===== config.mk =====
export PLATFORM = sky130hd
export DESIGN_NAME = uart_rx
export DESIGN_NICKNAME = d
export VERILOG_FILES = /design/src/rtl/uart_rx.sv
export SDC_FILE = /design/constraint.sdc
export NUM_CORES = 1
export LEC_CHECK = 0
export CAP_MARGIN = 10
export CORE_AREA = 2 2 69 71
export DETAILED_ROUTE_END_ITERATION = 6
export DIE_AREA = 0 0 71 73
export GPL_TIMING_DRIVEN = 0
export MAX_ROUTING_LAYER = met4
export PLACE_DENSITY = 0.75
export SYNTH_ARGS = -nofsm -noshare
export SYNTH_HDL_FRONTEND = slang
export SYNTH_SLANG_ARGS = --single-unit

===== constraint.sdc =====
create_clock -name clk -period 1.86 [get_ports clk]
set_clock_uncertainty 0.05 [all_clocks]
set_input_delay 0.372 -clock clk [delete_from_list [all_inputs] [get_ports clk]]
set_output_delay 0.372 -clock clk [all_outputs]
set_load 0.02 [all_outputs]

===== src/rtl/uart_rx.sv =====
// UART receiver: 8 data bits, LSB first, 1 start bit, 1 stop bit, no parity.
//
// Parameters
//   clk_hz     system clock frequency in Hz
//   baud_rate  line bit rate in bits/s (clk_hz / baud_rate must be 4..65535)
//
// Ports
//   clk        single clock, all state updates on its rising edge
//   rst_n      asynchronous active-low reset
//   rx         asynchronous serial line, idle high
//   rx_data    last correctly framed byte, held between frames
//   rx_valid   one-cycle pulse when rx_data is updated
//   rx_busy    high while a frame is being received
//   frame_err  one-cycle pulse when the stop bit samples low
module uart_rx #(
  parameter int unsigned clk_hz    = 50_000_000,
  parameter int unsigned baud_rate = 9600
) (
  input  logic       clk,
  input  logic       rst_n,
  input  logic       rx,
  output logic [7:0] rx_data,
  output logic       rx_valid,
  output logic       rx_busy,
  output logic       frame_err
);

  localparam int unsigned Cpb  = clk_hz / baud_rate;
  localparam int unsigned Half = Cpb / 2;

  localparam logic [15:0] CpbLast  = 16'(Cpb - 1);
  localparam logic [15:0] HalfLast = 16'(Half - 1);

  typedef enum logic [1:0] {
    StIdle,
    StStart,
    StData,
    StStop
  } state_e;

  // Two-flop synchronizer plus one delay flop for falling-edge detection.
  logic rx_meta_q;
  logic rx_s_q;
  logic rx_d_q;

  state_e      state_q, state_d;
  logic [15:0] cnt_q, cnt_d;
  logic [2:0]  bit_idx_q, bit_idx_d;
  logic [7:0]  shift_q, shift_d;
  logic [7:0]  rx_data_q, rx_data_d;
  logic        rx_valid_q, rx_valid_d;
  logic        frame_err_q, frame_err_d;

  always_ff @(posedge clk or negedge rst_n) begin
    if (!rst_n) begin
      rx_meta_q <= 1'b1;
      rx_s_q    <= 1'b1;
      rx_d_q    <= 1'b1;
    end else begin
      rx_meta_q <= rx;
      rx_s_q    <= rx_meta_q;
      rx_d_q    <= rx_s_q;
    end
  end

  always_ff @(posedge clk or negedge rst_n) begin
    if (!rst_n) begin
      state_q     <= StIdle;
      cnt_q       <= 16'd0;
      bit_idx_q   <= 3'd0;
      shift_q     <= 8'h00;
      rx_data_q   <= 8'h00;
      rx_valid_q  <= 1'b0;
      frame_err_q <= 1'b0;
    end else begin
      state_q     <= state_d;
      cnt_q       <= cnt_d;
      bit_idx_q   <= bit_idx_d;
      shift_q     <= shift_d;
      rx_data_q   <= rx_data_d;
      rx_valid_q  <= rx_valid_d;
      frame_err_q <= frame_err_d;
    end
  end

  always_comb begin
    state_d     = state_q;
    cnt_d       = cnt_q;
    bit_idx_d   = bit_idx_q;
    shift_d     = shift_q;
    rx_data_d   = rx_data_q;
    rx_valid_d  = 1'b0;
    frame_err_d = 1'b0;

    unique case (state_q)
      StIdle: begin
        // Edge, not level: a line parked low after a break cannot retrigger.
        if (rx_d_q && !rx_s_q) begin
          state_d = StStart;
          cnt_d   = 16'd0;
        end
      end

      StStart: begin
        if (cnt_q == HalfLast) begin
          cnt_d = 16'd0;
          if (!rx_s_q) begin
            state_d   = StData;
            bit_idx_d = 3'd0;
          end else begin
            // Start bit gone by mid-bit: treat as a glitch.
            state_d = StIdle;
          end
        end else begin
          cnt_d = cnt_q + 16'd1;
        end
      end

      StData: begin
        if (cnt_q == CpbLast) begin
          shift_d[bit_idx_q] = rx_s_q;
          cnt_d              = 16'd0;
          bit_idx_d          = bit_idx_q + 3'd1;
          if (bit_idx_q == 3'd7) begin
            state_d = StStop;
          end
        end else begin
          cnt_d = cnt_q + 16'd1;
        end
      end

      StStop: begin
        if (cnt_q == CpbLast) begin
          // Leave at mid stop bit so a following start edge is never missed.
          state_d = StIdle;
          cnt_d   = 16'd0;
          if (rx_s_q) begin
            rx_data_d  = shift_q;
            rx_valid_d = 1'b1;
          end else begin
            frame_err_d = 1'b1;
          end
        end else begin
          cnt_d = cnt_q + 16'd1;
        end
      end

      default: begin
        state_d = StIdle;
        cnt_d   = 16'd0;
      end
    endcase
  end

  assign rx_data   = rx_data_q;
  assign rx_valid  = rx_valid_q;
  assign frame_err = frame_err_q;
  assign rx_busy   = (state_q != StIdle);

endmodule


* Word level (Yosys, flattened, before mapping)
Cells that the tools add are included.
** Cells by class
- Reductions and logical operators :: 11
- $add $sub $neg :: 2
- Eq/ne operators :: 12
- Muxes and demuxes :: 24
- Magnitude comparators :: 2
** Operators with widths (count)
- 2-to-1 mux 16 bit :: 3
- one-hot mux 16 bit (3 select lines) :: 1
- adder 16 x 1 -> 16 bit, second input constant :: 1
- equality test 16 x 12 -> 1 bit, second input constant :: 1
- equality test 16 x 13 -> 1 bit, second input constant :: 1
- 2-to-1 mux 2 bit :: 6
- inequality test 2 bit, second input constant :: 6
- 2-to-1 mux 3 bit :: 3
- bitwise mux 8 bit :: 1
- one-hot mux 2 bit (4 select lines) :: 1
- 2-to-1 mux 1 bit :: 7
- one-hot mux 3 bit (2 select lines) :: 1
- AND reduction 5 bit :: 1
- equality test 2 bit, second input constant :: 2
- < comparator 3 x 4 -> 1 bit, second input constant :: 1
- AND reduction 4 bit :: 1
- nonzero test 2 bit :: 2
- adder 3 x 1 -> 3 bit, second input constant :: 1
- demux 1 bit (select 3 bit) :: 1
- equality test 3 bit, second input constant :: 1
- greater-or-equal comparator 3 x 1 -> 1 bit, second input constant :: 1
- AND reduction 3 bit :: 1
- equality test 2 x 1 -> 1 bit, second input constant :: 1
- logical AND 1 bit :: 2
- 4 further kinds :: 4
** Storage, ports and cells
- Input port bits :: 3
- Output and inout bits :: 11
- Logic and storage cells :: 61
- Register bits :: 42

* Depth between registers and ports, before layout
- Depth in word-level cells :: 5
- Gate-level depth with buffers :: 7
- Gate-level depth less buffers :: 6

* Least setup slack after synthesis
No wires, ideal clock.
- Path kind :: reg2reg
- Start point :: reg cnt_q[0]
- End point :: reg bit_idx_q[1]
- Required time :: 1.689 ns
- Period minus slack after synthesis :: 2.033 ns
- Path buffers :: 0
- Setup slack :: -0.173 ns
- Cell stages (with the launch flop) :: 7
- Library setup time :: 0.121 ns
- Arrival time :: 1.862 ns
- Cells stage by stage :: dfrtp_1 ha_1 nor4b_2 nand4_2 nor2_2 mux2_2 a22o_1
** On the way
- Longest elaborated chain between the ends :: 3
- Elaborated cells on any way between the ends :: 5
- Classes of those cells :: 4 x eq/ne; 1 x reduce/logical
** Ends and longest elaborated chain
- start: declaration :: RTL line 47 : logic [15:0] cnt_q, cnt_d;
- start signal: assignment :: RTL line 77 : cnt_q <= cnt_d;
- equality test 16 x 13 -> 1 bit / equality test 16 x 12 -> 1 bit (equally long branches) :: RTL line 120, 105
- inequality test 2 bit (no source line)
- AND reduction 4 bit (no source line) *
- end signal: assignment :: RTL line 78 : bit_idx_q <= bit_idx_d;
- end: declaration :: RTL line 48 : logic [2:0] bit_idx_q, bit_idx_d;
Mark *: on every way between the ends. The rest lies on a longest branch, timed or not.
A chain may end at the register's enable or synchronous reset.

* Final worst setup path
- Start point :: reg cnt_q[1]
- End point :: reg rx_data_q[6] (netlist: rx_data[6])
** On the way
- Longest elaborated chain between the ends :: 2
** Ends and longest elaborated chain
- equality test 16 x 13 -> 1 bit :: RTL line 133 : if (cnt_q == CpbLast) begin
- AND reduction 3 bit (no source line)
- end signal: assignment :: RTL line 80 : rx_data_q <= rx_data_d;
- end: declaration :: RTL line 50 : logic [7:0] rx_data_q, rx_data_d;
Every way passes these cells.

==> impl_metrics.csv <==
group,metric,value,unit
outcome,outcome,"finished with violations",
outcome,failed_checks,"hold timing, setup timing",
floorplan,fp.dieH,73,um
routing,vias_per_cell,5.85,
setup_path,required,1.99,ns
timing,min_period_over_period,1.08,
setup_path,crit_chain,"ha_4, nor4b_4, nand4_4, buf_4, nor2_4, buf_4, mux2_2",
synth,ys_seq_area_frac,0.499,
power_and_ir_drop,powerDensity,838,nW/um^2
job,cap_violations,0,
power_and_ir_drop,leakage,0.00123,uW
floorplan,pin_count,14,
clock_network,clkTransAtPathRegs,0.08,ns
timing,fin_tns_setup,-2.72,ns
synth,ys_warn_count,0,
clock_network,ctsHoldBuffers,0,
timing,setup_ws,-0.147,ns
routing,drtIter0Drc,132,
synth,syn_inst,201,
floorplan,core-area,4540,sq um
clock_network,clock-sinks,42,
clock_network,clock_path_buffers,2,
synth,ys_top_cells_by_area,"dfrtp_1, mux2_2, dfstp_2, nand3_1, nand2_1",
setup_path,max_stage_delay,0.40,ns
setup_path,ff2ff_setup_slack,-0.15,ns
clock_network,clk_latency,0.29,ns
layout,drive_gt1_frac,0.356,
routing,first_pass_iters,4,
routing,vias,1679,
layout,final_util,0.609,
setup_path,crit_fanout,7,
setup_path,reg2regPathDepth,7,
synth,synth_top_area_frac,0.462,
clock_network,cts_buffers,5,
synth,synth_largest_area_cell,"dfrtp_1",
synth,yosysUniqueCellTypes,38,
global_routing,grt-ovfl-total,0,
layout,regArea,1060,sq um
power_and_ir_drop,finalPower,2310,uW
routing,wl_per_cell,16.1,um
clock_network,root_buffer,"clkbuf_8",
timing,slew_viol_final,0,
layout,mostFrequentLayoutCell,"dfrtp_1",
placed_design,dpl.hpwl,2.85,mm
synth,synth_nets,207,
routing,antenna_left,0,
layout,area_growth,30.6,%
placed_design,routabilityCongestion,0.815,
timing,max_freq,498,MHz
timing,tightest_slew,0.625,ns
timing,hold-worst-slack,-0.0127,ns
layout,n_antenna_cell,0,
global_routing,antenna_found_initial,0,
setup_path,r2r_end,"rx_data[6]",
timing,rsz0062_at_grt,"true",
setup_path,cpMostUsedCell,"buf_4",
global_routing,grt_usage,0.187,
synth,syn_area_per_cell,10.5,sq um
global_routing,grt_pass1_wl,7.44,mm
floorplan,initial_core_util,0.466,
layout,final_area,2760,sq um
layout,fill_cells,341,
synth,synth-seq-cells,42,
setup_path,reg2reg_from,"cnt_q[1]",
setup_path,crit_type,"reg2reg",
clock_network,cts_tree,"built",
setup_path,critPathArrivalTime,2.14,ns
global_routing,grt_max_degree,23,
placed_design,io_buffers,13,
clock_network,htree_levels,2,
power_and_ir_drop,ir_drop,419,uV
floorplan,die_width,71,um
setup_path,setup.worst_path.end_class,"register",
timing,fin_crit,2.01,ns
setup_path,worstSetupStartpointType,"register",
floorplan,rows,25,
placed_design,place_area,2380,sq um
timing,finalSetupViolations,32,
synth,synth_area,2110,sq um
floorplan,die-area,5180,sq um
routing,routed_wl,4.63,mm
layout,multi_input_area,1180,sq um
routing,drc,0,
setup_path,cp_slowest_cell,"dfrtp_1",
timing,hold_violations,17,
global_routing,grt_pass1_vias,1583,
hold_path,hold_path.class,"in2async",
layout,mostFrequentLayoutCells,"dfrtp_1, nand2_1, nand3_1",
timing,relSlewSlack,0.582,
layout,final_nets,238,
==> power by group <==
| group | internal, uW | switching, uW |
|---|---|---|
| Clock | 300 | 306 |
| Sequential | 985 | 67.7 |
| Combinational | 311 | 344 |
| Total | 1600 | 718 |
==> synth_stat cells (all sizes together) <==
library cell	count
a21oi	5
a22o	6
nand2	18
nand3b	3
xor2	6
a21o	1
dfrtp	39
dfstp	3
nor3b	3
nor2	18
nand3	15
nor4	2
nor4b	3
mux2	18
and3	3
nand2b	3
nor4bb	1
a31oi	7
buf	7
ha	3
and4b	2
a41oi	3
nor3	5
mux2i	1
o21ai	8
nand4	4
nor2b	3
clkbuf	5
a22oi	1
inv	5
==> critical path, delay by kind of cell (launching register included) <==
kind | cells | cell delay (ns)
buf+inv | 2 | 0.33
fa+ha+maj | 1 | 0.16
flops | 1 | 0.40
simple gates | 3 | 0.62
mux | 1 | 0.33
==> cells by family (layout without fill, tap and decap cells) <==
kind of cell | after synthesis | after routing | synth area share
buffers and inverters | 17 | 49 | 0.0367
AND/OR/NAND/NOR | 83 | 83 | 0.221
adder cells (fa/ha/maj) | 3 | 3 | 0.0178
multiplexers | 19 | 19 | 0.101
flip-flops | 42 | 42 | 0.499
AO/OA/AOI/OAI | 31 | 31 | 0.0995
XOR/XNOR | 6 | 6 | 0.0249
==> metal layers <==
layer	global-route usage	part of all wire
met5	-	0
met4	0.0839	0.0078
met3	0.0290	0.052
met2	0.290	0.50
met1	0.244	0.44
==> area by class of cell <==
type,instances,area share
plain buffers,10,0.0240
clock buffers,7,0.0313
clock inverters,1,0.00181
inverters,5,0.0113
multi-input cells,142,0.428
flip-flops and latches,42,0.384
well taps,54,0.0245
repair buffers,26,0.0956
==> metrics by stage <==
stage,setup WS [ns],instances
6_report,-0.147,287
5_1_grt,-0.233,287
4_1_cts,-0.137,281
3_5_place_dp,-0.309,269
3_3_place_gp,-0.708,268
2_1_floorplan,-0.0212,201
==> sequential cells by signal, summed over array words and instances, names as in the netlist, 3 cells and up, named ones only <==
name       cells
cnt_q         16
bit_idx_q      3
shift_q        8
rx_data        8
==> worst max-delay path by stage <==
stage	slack [ns]	cells past startpoint	start	endpoint
4_1_cts	-0.14	6	cnt_q[1]	shift_q[0]
5_1_grt	-0.23	7	cnt_q[1]	rx_data[3]
6_report	-0.15	7	cnt_q[1]	rx_data[6]
3_3_place_gp	-0.71	1	rst_n	shift_q[2]
2_1_floorplan	-0.02	6	cnt_q[0]	shift_q[0]
3_5_place_dp	-0.31	5	cnt_q[0]	rx_data[6]
==> timing repair <==
| item | CTS | global route |
|---|---|---|
| gates cloned | 0 | 1 |
| endpoints found under the setup margin | 36 | 36 |
| setup buffers | 5 | 6 |
| resized for setup | 19 | 38 |
| pin swaps | 5 | 14 |
Power figures use the tool's default switching activity.
